`src/rtl/song_select_input_pkg.sv`:
```
// Shared display/player constants, button bundle and mode rotation helper.
// Combinational only; no latency or backpressure.
package song_select_input_pkg;

  localparam int NUM_W = 4;

  localparam logic [2:0] MODE_FREE  = 3'b001;
  localparam logic [2:0] MODE_AUTO  = 3'b010;
  localparam logic [2:0] MODE_LEARN = 3'b100;

  localparam logic [NUM_W-1:0] SONG_STAR = 4'd1;
  localparam logic [NUM_W-1:0] SONG_BDAY = 4'd2;
  localparam logic [NUM_W-1:0] SONG_YEAR = 4'd3;

  typedef enum logic [2:0] {
    ST_FREE  = MODE_FREE,
    ST_AUTO  = MODE_AUTO,
    ST_LEARN = MODE_LEARN
  } mode_e;

  typedef struct packed {
    logic confirm;
    logic mode;
    logic down;
    logic up;
  } btn_t;

  function automatic mode_e mode_rotate(input mode_e m);
    case (m)
      ST_FREE:  return ST_AUTO;
      ST_AUTO:  return ST_LEARN;
      default:  return ST_FREE;
    endcase
  endfunction

endpackage

```
`src/rtl/song_select_input_btn_debounce.sv`:
```
// One button: 2-FF synchroniser, debounce, rising-edge press pulse.
// Press is valid 2+DEBOUNCE_CYCLES+1 edges after the raw edge; no backpressure.
module btn_debounce #(
  parameter int DEBOUNCE_CYCLES = 2_000_000
) (
  input  logic clk,
  input  logic reset,
  input  logic raw,
  output logic level,
  output logic press
);

  localparam int CNT_W = $clog2(DEBOUNCE_CYCLES) + 1;
  localparam logic [CNT_W-1:0] CNT_LAST = CNT_W'(DEBOUNCE_CYCLES - 1);

  logic             sync0;
  logic             sync1;
  logic             stable;
  logic             stable_d;
  logic [CNT_W-1:0] cnt;

  always_ff @(posedge clk or negedge reset) begin
    if (!reset) begin
      sync0    <= 1'b0;
      sync1    <= 1'b0;
      stable   <= 1'b0;
      stable_d <= 1'b0;
      cnt      <= '0;
    end else begin
      sync0    <= raw;
      sync1    <= sync0;
      stable_d <= stable;
      // Any sample matching the accepted level restarts the qualification window.
      if (sync1 == stable) begin
        cnt <= '0;
      end else if (cnt == CNT_LAST) begin
        stable <= sync1;
        cnt    <= '0;
      end else begin
        cnt <= cnt + 1'b1;
      end
    end
  end

  assign level = stable;
  assign press = stable & ~stable_d;

endmodule

```
`src/rtl/song_select_input.sv`:
```
// Button front end: debounced presses drive song number, one-hot mode and play request.
// Outputs registered one edge after the press pulse; presses while play_busy are dropped.
import song_select_input_pkg::*;

module song_select_input #(
  parameter int DEBOUNCE_CYCLES = 2_000_000,
  parameter int NUM_SONGS       = 3
) (
  input  logic             clk,
  input  logic             reset,
  input  logic             btn_up,
  input  logic             btn_down,
  input  logic             btn_mode,
  input  logic             btn_confirm,
  input  logic             play_busy,
  output logic [NUM_W-1:0] num,
  output logic [2:0]       mode,
  output logic             num_changed,
  output logic             play_start
);

  localparam logic [NUM_W-1:0] LAST_SONG = NUM_W'(NUM_SONGS);

  btn_t btn_press;
  btn_t btn_level;
  logic unused_levels;

  btn_debounce #(.DEBOUNCE_CYCLES(DEBOUNCE_CYCLES)) u_db_up (
    .clk   (clk),
    .reset (reset),
    .raw   (btn_up),
    .level (btn_level.up),
    .press (btn_press.up)
  );

  btn_debounce #(.DEBOUNCE_CYCLES(DEBOUNCE_CYCLES)) u_db_down (
    .clk   (clk),
    .reset (reset),
    .raw   (btn_down),
    .level (btn_level.down),
    .press (btn_press.down)
  );

  btn_debounce #(.DEBOUNCE_CYCLES(DEBOUNCE_CYCLES)) u_db_mode (
    .clk   (clk),
    .reset (reset),
    .raw   (btn_mode),
    .level (btn_level.mode),
    .press (btn_press.mode)
  );

  btn_debounce #(.DEBOUNCE_CYCLES(DEBOUNCE_CYCLES)) u_db_confirm (
    .clk   (clk),
    .reset (reset),
    .raw   (btn_confirm),
    .level (btn_level.confirm),
    .press (btn_press.confirm)
  );

  // Held levels are not needed by the selection logic.
  assign unused_levels = ^btn_level;

  mode_e            mode_q;
  mode_e            mode_nxt;
  logic [NUM_W-1:0] num_q;
  logic [NUM_W-1:0] num_nxt;
  logic             num_changed_nxt;
  logic             play_start_nxt;
  logic             num_ok;
  logic             accept;

  always_ff @(posedge clk or negedge reset) begin
    if (!reset) begin
      mode_q      <= ST_FREE;
      num_q       <= SONG_STAR;
      num_changed <= 1'b0;
      play_start  <= 1'b0;
    end else begin
      mode_q      <= mode_nxt;
      num_q       <= num_nxt;
      num_changed <= num_changed_nxt;
      play_start  <= play_start_nxt;
    end
  end

  always_comb begin
    num_nxt         = num_q;
    mode_nxt        = mode_q;
    num_changed_nxt = 1'b0;
    play_start_nxt  = 1'b0;
    accept          = ~play_busy;
    num_ok          = (num_q != '0) && (num_q <= LAST_SONG);

    // Song select: opposing presses in the same cycle cancel out.
    if (!num_ok) begin
      num_nxt = SONG_STAR;
    end else if (accept && btn_press.up && !btn_press.down) begin
      num_nxt         = (num_q == LAST_SONG) ? SONG_STAR : num_q + 1'b1;
      num_changed_nxt = 1'b1;
    end else if (accept && btn_press.down && !btn_press.up) begin
      num_nxt         = (num_q == SONG_STAR) ? LAST_SONG : num_q - 1'b1;
      num_changed_nxt = 1'b1;
    end

    case (mode_q)
      ST_FREE, ST_AUTO, ST_LEARN: begin
        if (accept && btn_press.mode) begin
          mode_nxt = mode_rotate(mode_q);
        end
        // Confirm is judged against the mode in force before any rotation.
        if (accept && btn_press.confirm && (mode_q == ST_AUTO)) begin
          play_start_nxt = 1'b1;
        end
      end
      default: mode_nxt = ST_FREE;
    endcase
  end

  assign num  = num_q;
  assign mode = mode_q;

endmodule

```
`config.mk`:
```
export PLATFORM = sky130hd
export DESIGN_NAME = song_select_input
export DESIGN_NICKNAME = d
export VERILOG_FILES = /design/src/rtl/song_select_input_pkg.sv /design/src/rtl/song_select_input_btn_debounce.sv /design/src/rtl/song_select_input.sv
export SDC_FILE = /design/constraint.sdc
export NUM_CORES = 1
export LEC_CHECK = 0
export ABC_AREA = 1
export BUFFER_PORTS_ARGS = -buffer_cell sky130_fd_sc_hd__buf_2
export CORE_MARGIN = 1
export CORE_UTILIZATION = 45
export CTS_BUF_LIST = sky130_fd_sc_hd__clkbuf_8
export DETAILED_ROUTE_END_ITERATION = 7
export HOLD_SLACK_MARGIN = 0.12
export PLACE_DENSITY = 0.72
export REMOVE_ABC_BUFFERS = 1
export SLEW_MARGIN = 30
export SYNTH_ARGS = -nofsm -noshare
export SYNTH_HDL_FRONTEND = slang
export SYNTH_SLANG_ARGS = --single-unit
```
`constraint.sdc`:
```
create_clock -name clk -period 1.9 [get_ports clk]
set_input_delay 0.285 -clock clk [delete_from_list [all_inputs] [get_ports clk]]
set_output_delay 0.285 -clock clk [all_outputs]
set_load 0.05 [all_outputs]
```
==> results.cfg <==
[logic_synthesis]
ys_ff_latch = 113
synthesis.yosys.warnings = 0
netlist_instances = 826
post_synth_main_area_contributors = sky130_fd_sc_hd__dfrtp_1, sky130_fd_sc_hd__nor2_1, sky130_fd_sc_hd__nand2_1
synth-edff-count = 0
ys_async_sr_fraction = 1.00
yosysSeqAreaShare = 0.458
synth_commonest_cells = sky130_fd_sc_hd__nor2_1, sky130_fd_sc_hd__nand2_1, sky130_fd_sc_hd__dfrtp_1
ys_dominant_reg_cell = sky130_fd_sc_hd__dfrtp_1
synth_largest_area_cell = sky130_fd_sc_hd__dfrtp_1
synth_area_per_cell_um2 = 7.49
synth_cell_types = 25
netlist.area_leader.share = 0.449
mappedNetlistArea_mm2 = 0.00618
dominant_cell_by_count_in_the_synthesized_netlist = sky130_fd_sc_hd__nor2_1

[power_and_ir_drop]
pwr-share-comb = 0.034
power.internal_mw = 3.84
pwr-share-clk = 0.467
tot_pwr_mw = 4.92
power.ir.vdd_worst_mv = 0.522
switching_power_mw = 1.08
leakage_dissipation_nw = 3.08
switching_share = 0.219
power_per_cell_area_mw_per_mm2 = 702
power.share.sequential = 0.499

[clock_network]
number_of_resized_instances_in_the_post_cts_repair_step = 0
cts_setup_buffers = 0
clock_latency_ns = 0.45
cts.sink_count = 113
cts_tree = done
cts_made_buffers = 17
cts-hold-fix-buffers = 6
htreeDepth = 4
cts.path.max_buffers = 2
root_buffer = sky130_fd_sc_hd__clkbuf_8
cts.reportedPaths.clkPinSlew_ns = 0.06

[job]
maxCapViolCount = 0

[detailed_routing]
route.final.wire_length_um = 12600
post_drt_via_cell_ratio = 4.83
number_of_remaining_drc_errors = 0
final_antenna_net_count = 0
num_vias = 5119
routed_wire_length_per_instance_um = 11.9
drt_iter0_drc = 410
detailedRoute.firstPassIterationCount = 5

[floorplanning]
fp.coreArea_mm2 = 0.0133
start_util = 0.463
fp.dieW_um = 119
ios = 16
placement_rows = 42
die_area_mm2 = 0.0142
die_y_um = 119

[cells_and_area]
post_route_cells_drive_above_1_share = 0.133
antenna-diode-count = 0
final_nets = 885
syn_to_final_growth_pct = 13.3

[timing]
slew-limit-headroom = 0.690
timing.final.setup_violations = 0
setup-tns-final_ns = 0
finalCritPeriodShare = 0.840
timing.clock.skew_ns = 0.00828
timing.final.crit_period_ns = 1.60
worst_slew_pin_slew_ns = 0.464
final_max_slew_viol_count = 0
unrepaired_setup_endpoints_after_global_routing = false
finalHoldViolCount = 0
maxClockFrequency_mhz = 626

[placed_design]
place.gp.congestion = 0.847
place.detailed.hpwl_um = 8920
place.port_buffers = 15

[critical_path]
setup.worst_path.class = flop to output pin
cp.required_ns = 1.62
critical_path.top_delay_family = flip-flops
worst-path-buf-inv = 1
cp_slowest_cell = sky130_fd_sc_hd__dfstp_2
worst_ep_arrival_time_ns = 1.31
worst-path-max-fanout = 7
cpPeakStageDelay_ns = 0.59
critical_path.cell_chain = buf_2
critical_path.startpoint_type = flop
critPathCaptureType = output pin
r2r_slack_ns = 0.36

[grt]
gr-usage-all-layers = 0.198
grt_antenna_before_repair = 0
first_global_vias = 4858
maximum_number_of_pins_on_one_net_before_global_route_repair = 37
global_route_wire_length_before_repair_um = 22100
global_route.overflow_total = 0

[run_status]
outcome = finished, final reports clean

[hold_path]
worst_hold_path_type = input pin to asynchronous set/reset pin
==> worst reg2reg max path, stage by stage (launching register included) <==
cell,delay (ns)
sky130_fd_sc_hd__dfstp_2,0.59
sky130_fd_sc_hd__inv_1,0.09
sky130_fd_sc_hd__ha_1,0.20
sky130_fd_sc_hd__nor2_1,0.13
sky130_fd_sc_hd__inv_1,0.08
sky130_fd_sc_hd__a21oi_2,0.18
sky130_fd_sc_hd__o21ai_1,0.10
sky130_fd_sc_hd__nor2_1,0.08
==> metrics by stage <==
stage	util	instances	setup slack (ns)	area, um2	hold slack [ns]
after global placement	0.490	1021	0.417	6540	0.272
after global routing	0.525	1059	0.190	7010	0.361
after CTS	0.525	1059	0.256	7010	0.311
after detailed placement	0.490	1021	0.383	6540	0.269
after floorplan	-	822	0.235	6170	-0.0106
final	0.525	1059	0.303	7010	0.339
==> final timing paths <==
check / cells after the start / endpoint / start
worst max register to register: 7 / num[3] / num[0]
worst min register to register: 0 / u_db_down.sync1 / u_db_down.sync0
worst min-delay path: 2 / u_db_mode.cnt[11] / reset
max in group asynchronous: 3 / num[0] / reset
min in group clk: 0 / u_db_down.sync1 / u_db_down.sync0
worst max-delay path: 1 / num[0] / num[0]
==> flip-flops by register name, summed over array words and instances, names as in the netlist, 3 cells and up <==
signal / cells
num: 4
u_db_mode.cnt: 22
mode: 3
u_db_confirm.cnt: 22
u_db_up.cnt: 22
u_db_down.cnt: 22
==> layer usage <==
| metal | part of all wire | global-route usage |
|---|---|---|
| met5 | 0 | 0 |
| met1 | 0.48 | 0.252 |
| met4 | 0.021 | 0.0831 |
| met2 | 0.47 | 0.316 |
| met3 | 0.033 | 0.0541 |
==> kinds of logic after synthesis <==
logic type / count (synthesis) / synth area share
DFF: 113 / 0.458
adders and majority gates: 8 / 0.0162
xor gates and xnor gates: 38 / 0.0538
and+or+nand+nor: 508 / 0.366
buffers and inverters: 114 / 0.0692
AOI/OAI and AO/OA: 45 / 0.0374
==> cells in the final DEF, fill, tap and decap left out, types with 3 or more instances in the layout <==
cell and instances:
sky130_fd_sc_hd__nor2_1 183, sky130_fd_sc_hd__nand2_1 175, sky130_fd_sc_hd__dfrtp_1 111, sky130_fd_sc_hd__inv_1 110, sky130_fd_sc_hd__nand3_1 57, sky130_fd_sc_hd__nor2_2 25
sky130_fd_sc_hd__clkbuf_8 23, sky130_fd_sc_hd__a21oi_1 20, sky130_fd_sc_hd__xnor2_1 20, sky130_fd_sc_hd__nor3_1 19, sky130_fd_sc_hd__o21ai_0 19, sky130_fd_sc_hd__xor2_1 18
sky130_fd_sc_hd__nand2_2 17, sky130_fd_sc_hd__buf_2 14, sky130_fd_sc_hd__nand4_1 13, sky130_fd_sc_hd__nor2_4 10, sky130_fd_sc_hd__ha_1 8, sky130_fd_sc_hd__buf_4 8
sky130_fd_sc_hd__nand3_2 6, sky130_fd_sc_hd__dlygate4sd3_1 6, sky130_fd_sc_hd__o21ai_1 4, sky130_fd_sc_hd__inv_2 4, sky130_fd_sc_hd__clkinv_2 3
==> area by class of cell <==
| type | count | area (um2) |
|---|---|---|
| inverter | 110 | 413 |
| sequential | 113 | 2830 |
| timing repair buffer | 29 | 210 |
| clock inverter | 9 | 90.1 |
| tap | 176 | 220 |
| clock buffer | 23 | 317 |
| fill | 1327 | 6340 |
| multi-input combinational | 599 | 2930 |
==> power groups by stage <==
stage / clock [mW] / sequential (mW) / combinational [mW]
global route: 2.46 / 2.46 / 0.199
floorplan: 0 / 2.49 / 0.0677
CTS: 2.37 / 2.45 / 0.173
global placement: 0 / 2.50 / 0.159
detailed placement: 0 / 2.50 / 0.162
finish: 2.30 / 2.45 / 0.166
(Power assumes the default switching activity.)
